[src/rtl/cgra_tid_dispatcher_if.sv]
// Beat handshake between the TID dispatcher and the CGRA issue front end.
// One beat carries a lane-0 TID plus a mask of the lanes that hold live TIDs.
interface cgra_tid_dispatcher_if #(
  parameter int TOTAL_TID = 512,
  parameter int LANES     = 4
);
  localparam int TID_W = $clog2(TOTAL_TID + 1);

  logic             tid_valid;
  logic             tid_ready;
  logic [TID_W-1:0] tid_base;
  logic [LANES-1:0] lane_mask;

  modport master (
    output tid_valid,
    output tid_base,
    output lane_mask,
    input  tid_ready
  );

  modport slave (
    input  tid_valid,
    input  tid_base,
    input  lane_mask,
    output tid_ready
  );
endinterface

[src/rtl/cgra_tid_dispatcher.sv]
// Issues an inclusive TID range as beats of up to LANES TIDs.
// Tracks busy/done status and the number of TIDs accepted downstream.
module cgra_tid_dispatcher #(
  parameter  int TOTAL_TID = 512,
  parameter  int LANES     = 4,
  localparam int TID_W     = $clog2(TOTAL_TID + 1)
) (
  input  logic                  clk,
  input  logic                  rst,
  input  logic                  start,
  input  logic                  clr,
  input  logic [TID_W-1:0]      base_tid,
  input  logic [TID_W-1:0]      max_tid,
  cgra_tid_dispatcher_if.master tid,
  output logic                  busy,
  output logic                  done,
  output logic [TID_W:0]        disp_count
);
  localparam int W1 = TID_W + 1;

  localparam logic [1:0] S_IDLE = 2'd0;
  localparam logic [1:0] S_DISP = 2'd1;
  localparam logic [1:0] S_DONE = 2'd2;

  logic [1:0]       state;
  logic             valid_q;
  logic [TID_W-1:0] base_q;
  logic [TID_W-1:0] max_q;
  logic [LANES-1:0] mask_q;

  logic [TID_W-1:0] base_c;
  logic [TID_W-1:0] max_c;
  logic [LANES-1:0] mask_start;
  logic [LANES-1:0] mask_next;
  logic [W1-1:0]    nxt;
  logic             last;
  logic [W1-1:0]    pop;

  function automatic logic [TID_W-1:0] clamp(
    input logic [TID_W-1:0] v
  );
    if (int'(v) > TOTAL_TID)
      return TID_W'(TOTAL_TID);
    return v;
  endfunction

  // Extra top bit keeps base+i from wrapping near TOTAL_TID.
  function automatic logic [LANES-1:0] mk_mask(
    input logic [W1-1:0]    b,
    input logic [TID_W-1:0] m
  );
    logic [LANES-1:0] r;
    r = '0;
    for (int i = 0; i < LANES; i++)
      r[i] = (b + W1'(i)) <= {1'b0, m};
    return r;
  endfunction

  assign base_c     = clamp(base_tid);
  assign max_c      = clamp(max_tid);
  assign mask_start = mk_mask({1'b0, base_c}, max_c);
  assign nxt        = {1'b0, base_q} + W1'(LANES);
  assign last       = nxt > {1'b0, max_q};
  assign mask_next  = mk_mask(nxt, max_q);

  always_comb begin
    pop = '0;
    for (int i = 0; i < LANES; i++)
      pop = pop + W1'(mask_q[i]);
  end

  always_ff @(posedge clk or posedge rst) begin
    if (rst) begin
      state      <= S_IDLE;
      valid_q    <= 1'b0;
      base_q     <= '0;
      max_q      <= '0;
      mask_q     <= '0;
      busy       <= 1'b0;
      done       <= 1'b0;
      disp_count <= '0;
    end else if (clr) begin
      state      <= S_IDLE;
      valid_q    <= 1'b0;
      base_q     <= '0;
      max_q      <= '0;
      mask_q     <= '0;
      busy       <= 1'b0;
      done       <= 1'b0;
      disp_count <= '0;
    end else begin
      unique case (state)
        S_IDLE, S_DONE: begin
          if (start) begin
            max_q      <= max_c;
            disp_count <= '0;
            if (base_c > max_c) begin
              state <= S_DONE;
              done  <= 1'b1;
            end else begin
              state   <= S_DISP;
              valid_q <= 1'b1;
              busy    <= 1'b1;
              done    <= 1'b0;
              base_q  <= base_c;
              mask_q  <= mask_start;
            end
          end
        end
        S_DISP: begin
          if (tid.tid_ready) begin
            disp_count <= disp_count + pop;
            if (last) begin
              state   <= S_DONE;
              valid_q <= 1'b0;
              busy    <= 1'b0;
              done    <= 1'b1;
              mask_q  <= '0;
            end else begin
              base_q <= nxt[TID_W-1:0];
              mask_q <= mask_next;
            end
          end
        end
        default: state <= S_IDLE;
      endcase
    end
  end

  assign tid.tid_valid = valid_q;
  assign tid.tid_base  = base_q;
  assign tid.lane_mask = mask_q;
endmodule

[src/flat_wrapper.sv]
// flat-port wrapper written by rule: the top's interface ports become plain ports
module cgra_tid_dispatcher_flat 
#(
  parameter  int TOTAL_TID = 512,
  parameter  int LANES     = 4,
  localparam int TID_W     = $clog2(TOTAL_TID + 1)
)
  (clk, rst, start, clr, base_tid, max_tid, busy, done, disp_count, tid_tid_valid, tid_tid_base, tid_lane_mask, tid_tid_ready);
  cgra_tid_dispatcher_if #(.TOTAL_TID(TOTAL_TID), .LANES(LANES)) tid_i ();
  input  logic clk;
  input  logic rst;
  input  logic start;
  input  logic clr;
  input  logic [TID_W-1:0] base_tid;
  input  logic [TID_W-1:0] max_tid;
  output logic busy;
  output logic done;
  output logic [TID_W:0] disp_count;
  output wire logic [$bits(tid_i.tid_valid)-1:0] tid_tid_valid;
  output wire logic [$bits(tid_i.tid_base)-1:0] tid_tid_base;
  output wire logic [$bits(tid_i.lane_mask)-1:0] tid_lane_mask;
  input wire logic [$bits(tid_i.tid_ready)-1:0] tid_tid_ready;
  assign tid_tid_valid = tid_i.tid_valid;
  assign tid_tid_base = tid_i.tid_base;
  assign tid_lane_mask = tid_i.lane_mask;
  assign tid_i.tid_ready = tid_tid_ready;
  cgra_tid_dispatcher #(.TOTAL_TID(TOTAL_TID), .LANES(LANES)) u_core (.clk(clk), .rst(rst), .start(start), .clr(clr), .base_tid(base_tid), .max_tid(max_tid), .tid(tid_i), .busy(busy), .done(done), .disp_count(disp_count));
endmodule
[config.mk]
export PLATFORM = sky130hd
export DESIGN_NAME = cgra_tid_dispatcher_flat
export DESIGN_NICKNAME = d
export VERILOG_FILES = /design/src/rtl/cgra_tid_dispatcher_if.sv /design/src/rtl/cgra_tid_dispatcher.sv /design/src/flat_wrapper.sv
export SDC_FILE = /design/constraint.sdc
export NUM_CORES = 1
export LEC_CHECK = 0
export BUFFER_PORTS_ARGS = -buffer_cell sky130_fd_sc_hd__buf_2
export CORE_MARGIN = 1
export CORE_UTILIZATION = 45
export DETAILED_ROUTE_END_ITERATION = 16
export PLACE_DENSITY = 0.68
export SKIP_LAST_GASP = 1
export SYNTH_ARGS = -nofsm -noshare
export SYNTH_HDL_FRONTEND = slang
export SYNTH_SLANG_ARGS = --single-unit
[constraint.sdc]
create_clock -name clk -period 7.1 [get_ports clk]
set_input_delay 0.71 -clock clk [delete_from_list [all_inputs] [get_ports clk]]
set_output_delay 0.71 -clock clk [all_outputs]
set_load 0.01 [all_outputs]
-- Yosys cells after proc, flatten, opt, wreduce, memory -nomap -nowiden
Index checks and enable logic that the tools add are counted.
- add/subtract/negate cells: 11
- magnitude comparators: 12
- eq/ne operators: 7
- multiplexer cells: 43
- reductions and logical operators: 12
- operators by type and width (kind ; count):
    $mux W10 ; 12
    $le A11 B10 Y1 ; 7
    $mux W11 ; 3
    $add A10 B2 Y11 const B ; 2
    $add A11 B1 Y11 ; 2
    $add A11 B2 Y11 const B ; 2
    $pmux W11 S2 ; 1
    $gt A10 B10 Y1 const B ; 2
    $mux W4 ; 5
    $pmux W10 S2 ; 1
    $mux W1 ; 12
    $ne A3 B3 Y1 const B ; 4
    $add A10 B1 Y11 const B ; 1
    $add A10 B3 Y11 const B ; 1
    $add A11 B1 Y11 const B ; 1
    $add A11 B11 Y11 ; 1
    $gt A11 B10 Y1 ; 1
    $gt A10 B10 Y1 ; 1
    $le A10 B10 Y1 ; 1
    $mux W2 ; 5
    $reduce_and A5 Y1 ; 2
    $pmux W4 S2 ; 1
    $reduce_and A4 Y1 ; 2
    $reduce_and A3 Y1 ; 2
    other kinds (11) ; 13
- bits in registers: 39
- output and inout port bits: 28
- word-level logic and storage cells: 92

-- Logic depth before layout (Yosys ltp)
- word-level depth: 9
- gate-level depth with buffers: 15

-- Least setup slack after synthesis
OpenSTA, ideal clock, no wires.
- kind: input port to flip-flop
- start point: in base_tid[4]
- end point: reg u_core.base_q[3], in the netlist u_core.tid.tid_base[3]
- arrival time: 3.559 ns
- data required time: 6.975 ns
- setup slack: 3.416 ns
- cell stages on the path: 14
- buffers on the path: 3
- path through: clkbuf_1 > nor2_1 > a31oi_1 > nand2b_1 > buf_1 > inv_1 > ha_1 > nand4_1 > nor3_2 > a2111oi_2 > o41ai_4 > o21ba_1 > buf_6 > mux2_4
- longest elaborated chain between the ends: 7
- elaborated cells on any way between the ends: 10
- ends and longest elaborated chain (item ; line ; source):
    start: declaration ; flat_wrapper.sv:14 ; input logic [TID_W-1:0] base_tid;
    $gt A10 B10 Y1 ; cgra_tid_dispatcher.sv:42 ; if (int'(v) > TOTAL_TID)
    $mux W1 ; cgra_tid_dispatcher.sv:42 ;
    $mux W10 (*) ; cgra_tid_dispatcher.sv:44 ; return v;
    branches (longest 4 deep; another with $gt A10 B10 Y1) ; n/a ;
    end signal: assignment ; cgra_tid_dispatcher.sv:105 ; base_q <= base_c;
    end signal: assignment ; cgra_tid_dispatcher.sv:120 ; base_q <= nxt[TID_W-1:0];
    end: declaration ; cgra_tid_dispatcher.sv:27 ; logic [TID_W-1:0] base_q;
Mark *: on every way between the ends. The select of a mux whose other input is x is not followed.
A chain may end at the register's enable or synchronous reset.

-- Worst setup path after layout
- start point: in max_tid[5]
- end point: reg u_core.base_q[9], in the netlist u_core.tid.tid_base[9]
- longest elaborated chain between the ends: 6
- ends and longest elaborated chain (item ; line ; source):
    start: declaration ; flat_wrapper.sv:15 ; input logic [TID_W-1:0] max_tid;
    $gt A10 B10 Y1 ; cgra_tid_dispatcher.sv:42 ;
    $mux W1 ; cgra_tid_dispatcher.sv:42 ;
    $mux W10 (*) ; cgra_tid_dispatcher.sv:44 ;
    $gt A10 B10 Y1 (*) ; cgra_tid_dispatcher.sv:97 ; if (base_c > max_c) begin
    $ne A3 B3 Y1 (no source line) (*) ; n/a ;
    $reduce_and A5 Y1 (no source line) (*) ; n/a ;
Every way passes the cells marked *; elsewhere a longest branch is shown, timed or not.

==> qor.csv <==
stage,metric,value,unit
status,status,"complete, no violations",
global_route,grt_pass1_vias,4570,
floorplanning,die_h,106,um
synth,yosysUniqueCellTypes,58,
global_route,grt_usage,0.259,
clock_network,cts_tree,built,
global_route,grt_pass1_wl,23000,um
floorplanning,num_rows,37,
route,viasPerCell,5.93,
power,ir_drop,0.136,mV
route,routed_wl,14300,um
timing,fmax,0.248,GHz
timing,slew_headroom,0.390,
timing,fin_crit,4020,ps
timing,hold_violations,0,
floorplanning,ios,53,
route,postRouteAntennaNets,0,
floorplanning,dieArea,0.0113,mm2
clock_network,postCtsHoldBufs,0,
route,firstDrtPassIters,4,
global_route,gr-total-overflow,0,
timing,min_period_over_period,0.567,
clock_network,worstSkewPairLatency,300,ps
critical_path,end_kind,flip-flop,
power,pwr_density_cell,297,mW/mm2
synth,syn_nets,719,
route,post_drt_wl_per_cell,18.3,um
clock_network,cts_htree_levels,2,
synth,synth_ff_type,dfrtp_1,
synth,yosys_warnings,0,
finish,antenna_cells,0,
global_route,grt_start_max_net_pins,40,
power,leakagePower,2.57,nW
timing,setup_slack,3080,ps
synth,netlist_area,0.00490,mm2
critical_path,setup.worst_path.class,in -> reg,
synth,syn-instance-count,600,
finish,fillCellCount,1000,
timing,skew,6.39,ps
floorplanning,start_util,0.469,
clock_network,postCtsSetupBuffers,0,
synth,avgSynthCellArea,8.17,um2
finish,drive_above_1_share,0.127,
timing,setup_tns,0,ps
floorplanning,core_region_area,0.0105,mm2
clock_network,cts.repair.resized,0,
timing,drv_slew,0,
timing,worst_pin_slew,912,ps
finish,areaGrowthSynthToFinish,9.83,%
hold_path,holdCritPathClass,in -> async,
synth,ys_seq_elements,39,
timing,final-setup-viol-count,0,
clock_network,clkTransAtPathRegs,90,ps
route,drc_errors,0,
finish,nNetsFinal,763,
critical_path,worstSetupStartpointType,primary input,
route,vias,4631,
synth,ys_async_sr_fraction,1.00,
global_route,antenna_found_initial,0,
critical_path,cp.required,7290,ps
timing,rsz0062_at_grt,no,
place,gp_congestion,0.992,
critical_path,crit_arrival,4210,ps
critical_path,rr_worst_depth,12,
route,drtIter0Drc,287,
clock_network,root_buffer,clkbuf_8,
clock_network,cts_buffers,5,
clock_network,cts.sinks,39,
synth,synth-edff-count,0,
place,numPortBuffers,52,
place,dpl_worst_slack,2770,ps
floorplanning,die_x,106,um
place,place_hpwl,11500,um
clock_network,cts.path.max_buffers,2,
job,drv_cap,0,
critical_path,crit_fanout,10,
synth,synth_seq_area_share,0.199,
==> flip-flops by register name, indices dropped and copies added, names as in the netlist <==
name / flops
u_core.tid.tid_base: 10
u_core.done: 1
u_core.disp_count: 11
u_core.tid.lane_mask: 4
u_core.state: 2
u_core.busy: 1
u_core.max_q: 10
==> cells by family (layout without fill, tap and decap cells) <==
group,Yosys count,in the layout,synth area share
fa+ha+maj,94,94,0.243
mux,9,9,0.0255
xor+xnor,54,54,0.0965
buf+inv,63,108,0.0508
compound gates,127,127,0.173
simple gates,214,214,0.212
flops,39,39,0.199
==> power by group <==
| group | switching [mW] | internal (mW) | leakage (nW) | total (mW) |
|---|---|---|---|---|
| clock network | 0.0896 | 0.105 | 0.0581 | 0.194 |
| registers | 0.0790 | 0.270 | 0.523 | 0.349 |
| logic | 0.598 | 0.458 | 1.99 | 1.06 |
==> worst paths after layout <==
check	startpoint	end	slack, ps
hold reg to reg	u_core.disp_count[2]$_DFFE_PP0P_	u_core.disp_count[2]$_DFFE_PP0P_	530
max in group asynchronous	rst	u_core.tid.tid_base[7]$_DFFE_PP0P_	6250
setup reg to reg	u_core.tid.tid_base[2]$_DFFE_PP0P_	u_core.tid.tid_base[9]$_DFFE_PP0P_	3090
hold / removal	rst	u_core.disp_count[4]$_DFFE_PP0P_	510
setup / recovery	max_tid[5]	u_core.tid.tid_base[9]$_DFFE_PP0P_	3080
min in group clk	u_core.disp_count[2]$_DFFE_PP0P_	u_core.disp_count[2]$_DFFE_PP0P_	530
==> per-layer routing <==
metal | global-route usage | wire length, um | up-vias
met2 | 0.426 | 6620 | 164
met3 | 0.0399 | 912 | 52
met4 | 0.146 | 708 | 0
met5 | 0 | 0 | -
met1 | 0.323 | 6020 | 2194
li1 | - | - | 2221
==> worst max-delay path: stages <==
cell       delay (ps)
buf_2             120
nor4_1            260
nand2_1            80
o41ai_1           400
nand2_1           270
ha_1              390
a21oi_1           150
o21ai_1            90
a2111oi_2         610
o41ai_4           220
o21ba_1           580
mux2_4            340
==> cell usage in the layout, fill, tap and decap left out, types with 3 or more instances in the layout <==
| master | n |
|---|---|
| a21o_1 | 5 |
| nand4_1 | 18 |
| o21a_1 | 8 |
| nand3_1 | 22 |
| o21ai_0 | 31 |
| o41ai_1 | 3 |
| nand2_1 | 66 |
| or3_1 | 3 |
| nand2b_1 | 8 |
| ha_1 | 92 |
| a211oi_1 | 6 |
| xor2_1 | 24 |
| o311ai_0 | 4 |
| nor4_1 | 6 |
| and2_1 | 4 |
| nor2b_1 | 19 |
| nor2_1 | 46 |
| o22ai_1 | 7 |
| o31ai_1 | 5 |
| mux2_4 | 7 |
| nor3_1 | 8 |
| buf_2 | 52 |
| a21oi_1 | 31 |
| and3_1 | 4 |
| clkbuf_8 | 5 |
| or2_2 | 3 |
| inv_1 | 45 |
| a31oi_1 | 5 |
| o21bai_1 | 3 |
| dfrtp_1 | 39 |
| xnor2_1 | 30 |
==> Yosys cell counts, drive strengths merged (12+ instances only) <==
library cell / count / area (um2)
ha: 92 / 1150
o21ai: 32 / 160
xnor2: 30 / 263
a21oi: 31 / 155
dfrtp: 39 / 976
nor2: 46 / 173
xor2: 24 / 210
inv: 45 / 169
nor2b: 19 / 119
nand3: 22 / 110
clkbuf: 12 / 45.0
nand4: 18 / 113
nand2: 66 / 248
==> area by class of cell <==
| type | instances | area (um2) | area share |
|---|---|---|---|
| clock buffer | 5 | 68.8 | 0.0128 |
| inverter | 46 | 173 | 0.0321 |
| multi-input combinational | 498 | 3680 | 0.683 |
| sequential | 39 | 976 | 0.181 |
| timing repair buffer | 54 | 275 | 0.0511 |
| clock inverter | 3 | 43.8 | 0.00813 |
| tap | 136 | 170 | 0.0316 |
==> metrics by stage <==
stage	area, um2	hold WS [ps]	instances	total power, mW	utilization
2_1_floorplan	4900	504	600	1.11	-
3_3_place_gp	5270	502	773	1.36	0.504
3_5_place_dp	5270	506	773	1.39	0.504
4_1_cts	5380	528	781	1.59	0.515
5_1_grt	5380	560	781	1.75	0.515
6_report	5380	509	781	1.60	0.515
(Power assumes the default switching activity.)
